`src/rtl/switch_debounce.sv`:
```
`default_nettype none
// ============================================================================
// Module   : switch_debounce
// Brief    : Synchronises a raw switch level and debounces it with a stability
//            counter. Optional RISE/FALL pulses are built when
//            SWITCH_DEBOUNCE_EDGE_EN is defined; otherwise they are tied to 0.
// Revision : 1.0 - initial release
// ============================================================================
module switch_debounce #(
    parameter int SYNC_STAGES     = 2,
    parameter int DEBOUNCE_CYCLES = 50000,
    parameter int CNT_WIDTH       = 16
) (
    input  logic CLK,
    input  logic RESET,
    input  logic I,
    output logic O,
    output logic RISE,
    output logic FALL
);

    localparam logic [CNT_WIDTH-1:0] c_CNT_LAST = CNT_WIDTH'(DEBOUNCE_CYCLES - 1);

    logic [SYNC_STAGES-1:0] r_sync;
    logic [CNT_WIDTH-1:0]   r_cnt;
    logic                   r_o;

    logic w_s;
    logic w_differ;
    logic w_take;

    assign w_s      = r_sync[SYNC_STAGES-1];
    assign w_differ = (w_s != r_o);
    assign w_take   = w_differ && (r_cnt == c_CNT_LAST);

    // The counter only runs while s disagrees with O, so it can never pass
    // c_CNT_LAST: that value either commits the new level or s falls back.
    always_ff @(posedge CLK) begin
        if (RESET) begin
            r_sync <= '0;
            r_cnt  <= '0;
            r_o    <= 1'b0;
        end else begin
            r_sync <= {r_sync[SYNC_STAGES-2:0], I};
            if (!w_differ) begin
                r_cnt <= '0;
            end else if (w_take) begin
                r_cnt <= '0;
                r_o   <= w_s;
            end else begin
                r_cnt <= r_cnt + CNT_WIDTH'(1);
            end
        end
    end

    assign O = r_o;

`ifdef SWITCH_DEBOUNCE_EDGE_EN
    logic r_rise;
    logic r_fall;

    // Pulses are registered alongside O so they line up with its new value.
    always_ff @(posedge CLK) begin
        if (RESET) begin
            r_rise <= 1'b0;
            r_fall <= 1'b0;
        end else begin
            r_rise <= w_take && w_s;
            r_fall <= w_take && !w_s;
        end
    end

    assign RISE = r_rise;
    assign FALL = r_fall;
`else
    assign RISE = 1'b0;
    assign FALL = 1'b0;
`endif

endmodule
`default_nettype wire

```
`config.mk`:
```
export PLATFORM = sky130hd
export DESIGN_NAME = switch_debounce
export DESIGN_NICKNAME = d
export VERILOG_FILES = /design/src/rtl/switch_debounce.sv
export SDC_FILE = /design/constraint.sdc
export NUM_CORES = 1
export LEC_CHECK = 0
export BUFFER_PORTS_ARGS = -buffer_cell sky130_fd_sc_hd__buf_4
export CORE_ASPECT_RATIO = 1.4
export CORE_MARGIN = 5
export CORE_UTILIZATION = 30
export DETAILED_ROUTE_END_ITERATION = 8
export PLACE_DENSITY = 0.45
export SLEW_MARGIN = 5
export SYNTH_ARGS = -nofsm -noshare
export SYNTH_HDL_FRONTEND = slang
export SYNTH_SLANG_ARGS = --single-unit
```
`constraint.sdc`:
```
create_clock -name CLK -period 1.86 [get_ports CLK]
set_clock_uncertainty 0.05 [all_clocks]
set_input_delay 0.093 -clock CLK [delete_from_list [all_inputs] [get_ports CLK]]
set_output_delay 0.093 -clock CLK [all_outputs]
set_load 0.01 [all_outputs]
```
# --- After elaboration in Yosys (flattened, before gate mapping) ---
# Cells that the tools add are included.
totals:
  ff_bits: 19
  input_bits: 3
  out_inout_bits: 3
  word_cells: 10
classes:
  add_sub_neg: 1
  n_eq_ne: 2
  n_bitwise: 1
  n_reduce_logical: 3
ops:
  columns: ["operator", "count"]
  rows:
  - ["$add A16 B1 Y16 const B", 1]
  - ["$eq A16 B16 Y1 const B", 1]
  - ["$reduce_or A3 Y1", 1]
  - ["$reduce_and A2 Y1", 1]
  - ["$logic_and A1 B1 Y1", 1]
  - ["$ne A1 B1 Y1", 1]
  - ["$not A1 Y1", 1]

# --- Longest topological paths before layout ---
# Gate-level depths: netlist of the first run.
depth:
  ltp_word: 3
  ltp_mapped: 6
  depth_no_buf: 5

# --- Worst setup path after synthesis of the first run ---
# Ideal clock, no wire load.
synth_timing:
  path_kind: "register to register"
  startpoint: "reg r_cnt[0]"
  endpoint: "reg r_cnt[14]"
  setup_time_ns: 0.115
  arrival_ns: 1.206
  required_ns: 1.695
  slack_ns: 0.490
  path_stages_with_launch: 7
  n_path_buf: 1
  synth_period_minus_slack_ns: 1.370
  cell_sequence: "dfxtp_1 -> ha_1 -> and3_1 -> nand4_1 -> nand2_2 -> buf_6 -> nor2_1"
synth_between:
  elab_chain_len: 3
  word_cells_on_any_way: 4
  classes_between: "1 x add/sub; 1 x eq/ne; 2 x reduce/logical"
synth_lines:
  columns: ["element", "line", "text"]
  rows:
  - ["from (decl)", "25", "logic [CNT_WIDTH-1:0] r_cnt;"]
  - ["from (signal assigned)", "51", "r_cnt <= r_cnt + CNT_WIDTH'(1);"]
  - ["branches (longest 3 deep; another with $add A16 B1 Y16)", null, null]
# Parallel ways; which one is timed is not known.
# A chain may end at the register's enable or synchronous reset.

# --- Worst setup path after layout of the first run ---
layout_timing:
  startpoint: "reg r_cnt[0]"
  endpoint: "reg r_cnt[6]"
# Same word-level chain as after synthesis.

==> impl_metrics.ini, run 1 <==
[logic_synthesis]
synth.ff_latch_count = 19
number_of_enable_flip_flop_cells_after_synthesis = 0
async_reset_ff_share_pct = 0
yosys.cell_count.top_type = sky130_fd_sc_hd__dfxtp_1
yosysTopAreaCell = sky130_fd_sc_hd__dfxtp_1
mappedNetlistArea_um2 = 877
ys.flop_type = sky130_fd_sc_hd__dfxtp_1
synth-warning-count = 0
netlist.area_leader.share_pct = 43.4
synth_cell_type_count = 24
synth_area_per_cell_um2 = 9.53
synthTopCellsByArea = sky130_fd_sc_hd__dfxtp_1 (43%), sky130_fd_sc_hd__xnor2_1 (12%), sky130_fd_sc_hd__nor2_1 (6.8%)
synth.yosys.seq_area_share_pct = 43.4
synth.cells.most_frequent = sky130_fd_sc_hd__dfxtp_1 (19), sky130_fd_sc_hd__nor2_1 (16), sky130_fd_sc_hd__xnor2_1 (12)
synthesis.instances = 92

[route]
post_drt_via_cell_ratio = 4.66
drt-pass1-iter-count = 4
ant_nets = 0
drtIter0Drc = 6
via_count = 629
route.detailed.wl_per_inst_um = 11.4
wl_um = 1540
drc = 0

[placement]
hpwl_um = 1140
port-buffer-count = 3
gpl.final_weighted_congestion = 0.775

[power_and_ir_drop]
switchingPower_uw = 155
power.density_cell_area_mw_per_mm2 = 734
max-vdd-ir-drop_v = 0.000287
switching_share_of_power_pct = 21.5
p_clk_share_pct = 40.9
power_report.internal_total_uw = 566
combPwrFrac_pct = 2.2
power_frac_seq_pct = 56.9
power_uw = 721
total_leakage_power_uw = 0.000310

[sta]
max_freq_mhz = 620
finalHoldWorstSlack_ns = 0.399
final_max_slew_violation_count = 0
report.final.hold_viol_count = 0
period_needed_ns = 1.61
setup-violations-final = 0
totalNegativeSetupSlack_ns = 0
rsz_0062_raised_after_global_routing = no
finalCritPeriodShare_pct = 86.7

[grt]
overflow = 0
first_pass_grt_wire_length_um = 2770
first_global_vias = 626
antenna_found_initial = 0
globalRouteTotalUtil_pct = 8.96
grt_max_degree = 15

[clock_network]
clock_path_buffers = 2
master_cell_of_the_clock_root_buffer = sky130_fd_sc_hd__clkbuf_8
cts.sinks = 19
cts_made_buffers = 3
clock_insertion_delay_worst_skew_ns = 0.26
clk_transition_reported_paths_ns = 0.07
cts_tree = done
h-tree-depth = 1
cts.repair_timing.setup_buffer_count = 0

[setup_path]
setup.worst_path.class = reg -> reg
crit_path_end_kind = flop
worstPathRequired_ns = 1.96
worstPathBufferInverterCount = 0
worst-path-max-fanout = 14
critical_path.top_delay_family = simple AND/OR/NAND/NOR gates
data_arrival_critical_path_ns = 1.71
sequence_of_cells_on_the_critical_path = ha_1, and3_1, nand4_1, nand2_2, nor2_1
timing.critical_path.slowest_cell_delay_ns = 0.37
crit_path_top_delay_cell = sky130_fd_sc_hd__dfxtp_1
worst_setup_path_start_kind = flop

[floorplanning]
initial_core_utilization_pct = 30.8
placeableCoreArea_mm2 = 0.00285
chipHeight_um = 74.0
floorplan.die.width_um = 55.7
design.die.area_mm2 = 0.00412
placementRows = 23
io_pins = 6

[job]
maxCapViolations = 0

[worst_hold_path]
holdCritPathClass = reg -> reg

[cells_and_area]
diodes = 0
flow.area_growth_from_synthesis_pct = 12.0
post_route_cells_drive_above_1_share_pct = 15.3
finalNetCount = 103

[run_status]
run_status = completed
-- stage by stage --
stage	setup slack (ns)	util (%)	instances	cell area, um^2
floorplan	0.490	-	93	881
global placement	0.267	32.1	129	916
detailed placement	0.252	32.1	129	916
CTS	0.244	34.5	135	982
global route	0.0691	34.5	135	982
finish	0.246	34.5	135	982
-- placed cells by master (no fill, tap or decap), types with 3 or more instances in the layout --
| cell | instances |
|---|---|
| sky130_fd_sc_hd__and3_1 | 3 |
| sky130_fd_sc_hd__buf_4 | 3 |
| sky130_fd_sc_hd__clkbuf_8 | 3 |
| sky130_fd_sc_hd__dfxtp_1 | 19 |
| sky130_fd_sc_hd__nand3_1 | 6 |
| sky130_fd_sc_hd__nand4_1 | 6 |
| sky130_fd_sc_hd__nor2_1 | 16 |
| sky130_fd_sc_hd__nor3_1 | 4 |
| sky130_fd_sc_hd__nor4_2 | 4 |
| sky130_fd_sc_hd__xnor2_1 | 12 |
| sky130_fd_sc_hd__xor2_1 | 3 |
-- kinds of logic after synthesis --
| kind of cell | after synthesis | synth area share, % |
|---|---|---|
| multiplexers | 1 | 1.14 |
| flip-flops | 19 | 43.4 |
| AND/OR/NAND/NOR | 49 | 34.0 |
| buffers and inverters | 6 | 4.71 |
| other | 1 | 0.428 |
| XOR/XNOR | 15 | 15.0 |
| adder cells (fa/ha/maj) | 1 | 1.43 |
-- power by group through the flow --
stage	sequential (uW)	combinational, uW	clock [uW]
finish	410	15.7	295
global route	411	17.9	330
CTS	410	15.8	303
detailed placement	420	12.4	0
floorplan	420	11.1	0
global placement	420	12.5	0
-- cell type report --
type | count | area [um^2]
Fill cell | 294 | 1870
Multi-Input combinational cell | 68 | 459
Sequential cell | 19 | 380
Tap cell | 37 | 46.3
Timing Repair Buffer | 5 | 42.5
Clock buffer | 3 | 41.3
Inverter | 2 | 7.51
Clock inverter | 1 | 5.00
-- final timing paths --
check	slack (ns)	depth (start not counted)	end	from
setup / recovery	0.25	5	r_cnt[6]	r_cnt[0]
hold / removal	0.40	1	r_sync[1]	r_sync[0]
setup reg to reg	0.25	5	r_cnt[6]	r_cnt[0]
hold reg to reg	0.40	1	r_sync[1]	r_sync[0]
-- sequential cells by signal, summed over array words and instances (netlist names) --
signal / flops
r_cnt: 16
O: 1
r_sync: 2
-- per-layer routing --
metal | global-route usage, % | part of all wire [%]
met5 | 0 | 0
met3 | 2.08 | 3.0
met2 | 14.5 | 47
met4 | 7.30 | 3.6
met1 | 10.2 | 46
-- timing repair --
| action | in CTS | in global routing |
|---|---|---|
| hold buffers | 2 | 0 |
| gates resized for setup | 0 | 0 |
| endpoints found under the hold margin | 4 | 0 |
| setup endpoints to repair | 0 | 0 |
Note: power is estimated with default switching activity, not from simulation.
==> run 2, diff against run 1 <==
--- a/config.mk
+++ b/config.mk
@@ -5,12 +5,14 @@
 export SDC_FILE = /design/constraint.sdc
 export NUM_CORES = 1
 export LEC_CHECK = 0
-export BUFFER_PORTS_ARGS = -buffer_cell sky130_fd_sc_hd__buf_4
+export BUFFER_PORTS_ARGS = -buffer_cell sky130_fd_sc_hd__buf_2
+export CELL_PAD_IN_SITES_DETAIL_PLACEMENT = 0
+export CELL_PAD_IN_SITES_GLOBAL_PLACEMENT = 1
 export CORE_ASPECT_RATIO = 1.4
 export CORE_MARGIN = 5
 export CORE_UTILIZATION = 30
 export DETAILED_ROUTE_END_ITERATION = 8
-export PLACE_DENSITY = 0.45
+export PLACE_DENSITY = 0.55
 export SLEW_MARGIN = 5
 export SYNTH_ARGS = -nofsm -noshare
 export SYNTH_HDL_FRONTEND = slang
==> impl_metrics.ini, run 2 (same netlist as run 1, synthesis figures left out) <==
[sta]
finalHoldWorstSlack_ns = 0.00725
setup-violations-final = 0
totalNegativeSetupSlack_ns = 0
final_max_slew_violation_count = 0
finalWorstSetupSlack_ns = 0.259
finalCritPeriodShare_pct = 86.1
period_needed_ns = 1.60
report.final.hold_viol_count = 0
rsz_0062_raised_after_global_routing = no
max_freq_mhz = 625

[grt]
first_global_vias = 653
overflow = 0
antenna_found_initial = 0
globalRouteTotalUtil_pct = 8.93
grt_max_degree = 15
first_pass_grt_wire_length_um = 2840

[placement]
port-buffer-count = 3
gpl.final_weighted_congestion = 0.744
hpwl_um = 1200
placed_instances = 129
placement.setup.worst_slack_ns = 0.238

[floorplanning]
design.die.area_mm2 = 0.00412
chipHeight_um = 74.0
placementRows = 23
placeableCoreArea_mm2 = 0.00285
floorplan.die.width_um = 55.7
initial_core_utilization_pct = 30.8
io_pins = 6

[worst_hold_path]
holdCritPathClass = in -> reg
hold_start = RESET

[setup_path]
critical_path_startpoint = r_cnt[0]
crit_path_end_kind = flop
worstPathRequired_ns = 1.94
crit_path_top_delay_cell = sky130_fd_sc_hd__dfxtp_1
ff_to_ff_start = r_cnt[0]
setup.worst_path.class = reg -> reg
worst-r2r-cell-count = 5
worst_setup_path_start_kind = flop
worst-path-max-fanout = 14
timing.critical_path.slowest_cell_delay_ns = 0.37
regToRegSetupSlack_ns = 0.26
worst_r2r_endpoint = r_cnt[3]
endpoint = r_cnt[3]
sequence_of_cells_on_the_critical_path = ha_1, and3_1, nand4_1, nand2_2, nor2_1
data_arrival_critical_path_ns = 1.69

[cells_and_area]
mostFrequentLayoutCells = sky130_fd_sc_hd__dfxtp_1 (19), sky130_fd_sc_hd__nor2_1 (16), sky130_fd_sc_hd__xnor2_1 (12)
fillCellCount = 305
seq_area_um2 = 380
diodes = 0
layout_commonest_cell = sky130_fd_sc_hd__dfxtp_1
largest_reg_flops = 16
finalNetCount = 101
post_route_cells_drive_above_1_share_pct = 14.6
multi_input_gate_area_um2 = 459
final_cells = 133
largest-register = r_cnt
flow.area_growth_from_synthesis_pct = 8.70

[clock_network]
post_cts_hold_buffer_count = 0
cts.repair_timing.setup_buffer_count = 0
h-tree-depth = 1
cts.sinks = 19
master_cell_of_the_clock_root_buffer = sky130_fd_sc_hd__clkbuf_8
cts_tree = done
cts_made_buffers = 3
post_cts_resized = 0
clock_insertion_delay_worst_skew_ns = 0.25
clock_path_buffers = 2
clk_transition_reported_paths_ns = 0.07

[route]
via_count = 631
post_drt_via_cell_ratio = 4.74
drtIter0Drc = 9
wl_um = 1630
ant_nets = 0
drc = 0
drt-pass1-iter-count = 4
route.detailed.wl_per_inst_um = 12.3

[power_and_ir_drop]
total_leakage_power_uw = 0.000298
power.density_cell_area_mw_per_mm2 = 736
max-vdd-ir-drop_v = 0.000386

[run_status]
run_status = completed

[job]
maxCapViolations = 0
==> run 2: cell count changes in the layout (fill, tap and decap cells not counted) <==
cell                            delta
sky130_fd_sc_hd__buf_4             -3
sky130_fd_sc_hd__buf_2             +3
sky130_fd_sc_hd__clkinv_2          -1
sky130_fd_sc_hd__clkbuf_1          +1
sky130_fd_sc_hd__dlygate4sd3_1     -2
==> run 2: metal layers <==
metal / up-vias / global-route usage [%] / share of wire, % / routed length (um)
li1: 323 / - / - / -
met1: 296 / 9.54 / 46 / 753
met2: 8 / 15.7 / 49 / 800
met3: 4 / 1.56 / 2.4 / 39
met4: 0 / 7.03 / 2.4 / 40
met5: - / 0 / 0 / 0
==> run 2: stage by stage <==
step | instance area, um^2 | util [%] | total power, uW
final | 953 | 33.5 | 701
after global routing | 953 | 33.5 | 731
after CTS | 953 | 33.5 | 717
after detailed placement | 908 | 31.9 | 432
after global placement | 908 | 31.9 | 432
after floorplan | 881 | - | 431
==> run 2: worst min-delay path by stage <==
stage,to,slack [ns],cells past startpoint
after detailed placement,r_sync[0],0.28,2
final,r_sync[0],0.007,2
after global routing,r_sync[0],0.03,2
after global placement,r_sync[1],0.27,2
after floorplan,r_sync[0],0.11,1
after CTS,r_sync[0],0.006,2
==> run 2: power breakdown <==
group | leakage, uW | internal [uW] | switching (uW)
Clock | 0.0000228 | 152 | 127
Sequential | 0.000153 | 409 | 1.51
Combinational | 0.000122 | 3.73 | 7.48
Total | 0.000298 | 565 | 136
==> run 2: worst max-delay path, delay by kind of cell, from the launching register on <==
kind / cells / cell delay, ns
flops: 1 / 0.37
fa+ha+maj: 1 / 0.23
simple gates: 4 / 0.83
==> run 2: layout make-up <==
class	count	share of cell area, %
Clock buffer	4	4.72
Inverter	2	0.787
Multi-Input combinational cell	68	48.2
Sequential cell	19	39.9
Tap cell	37	4.86
Timing Repair Buffer	3	1.57
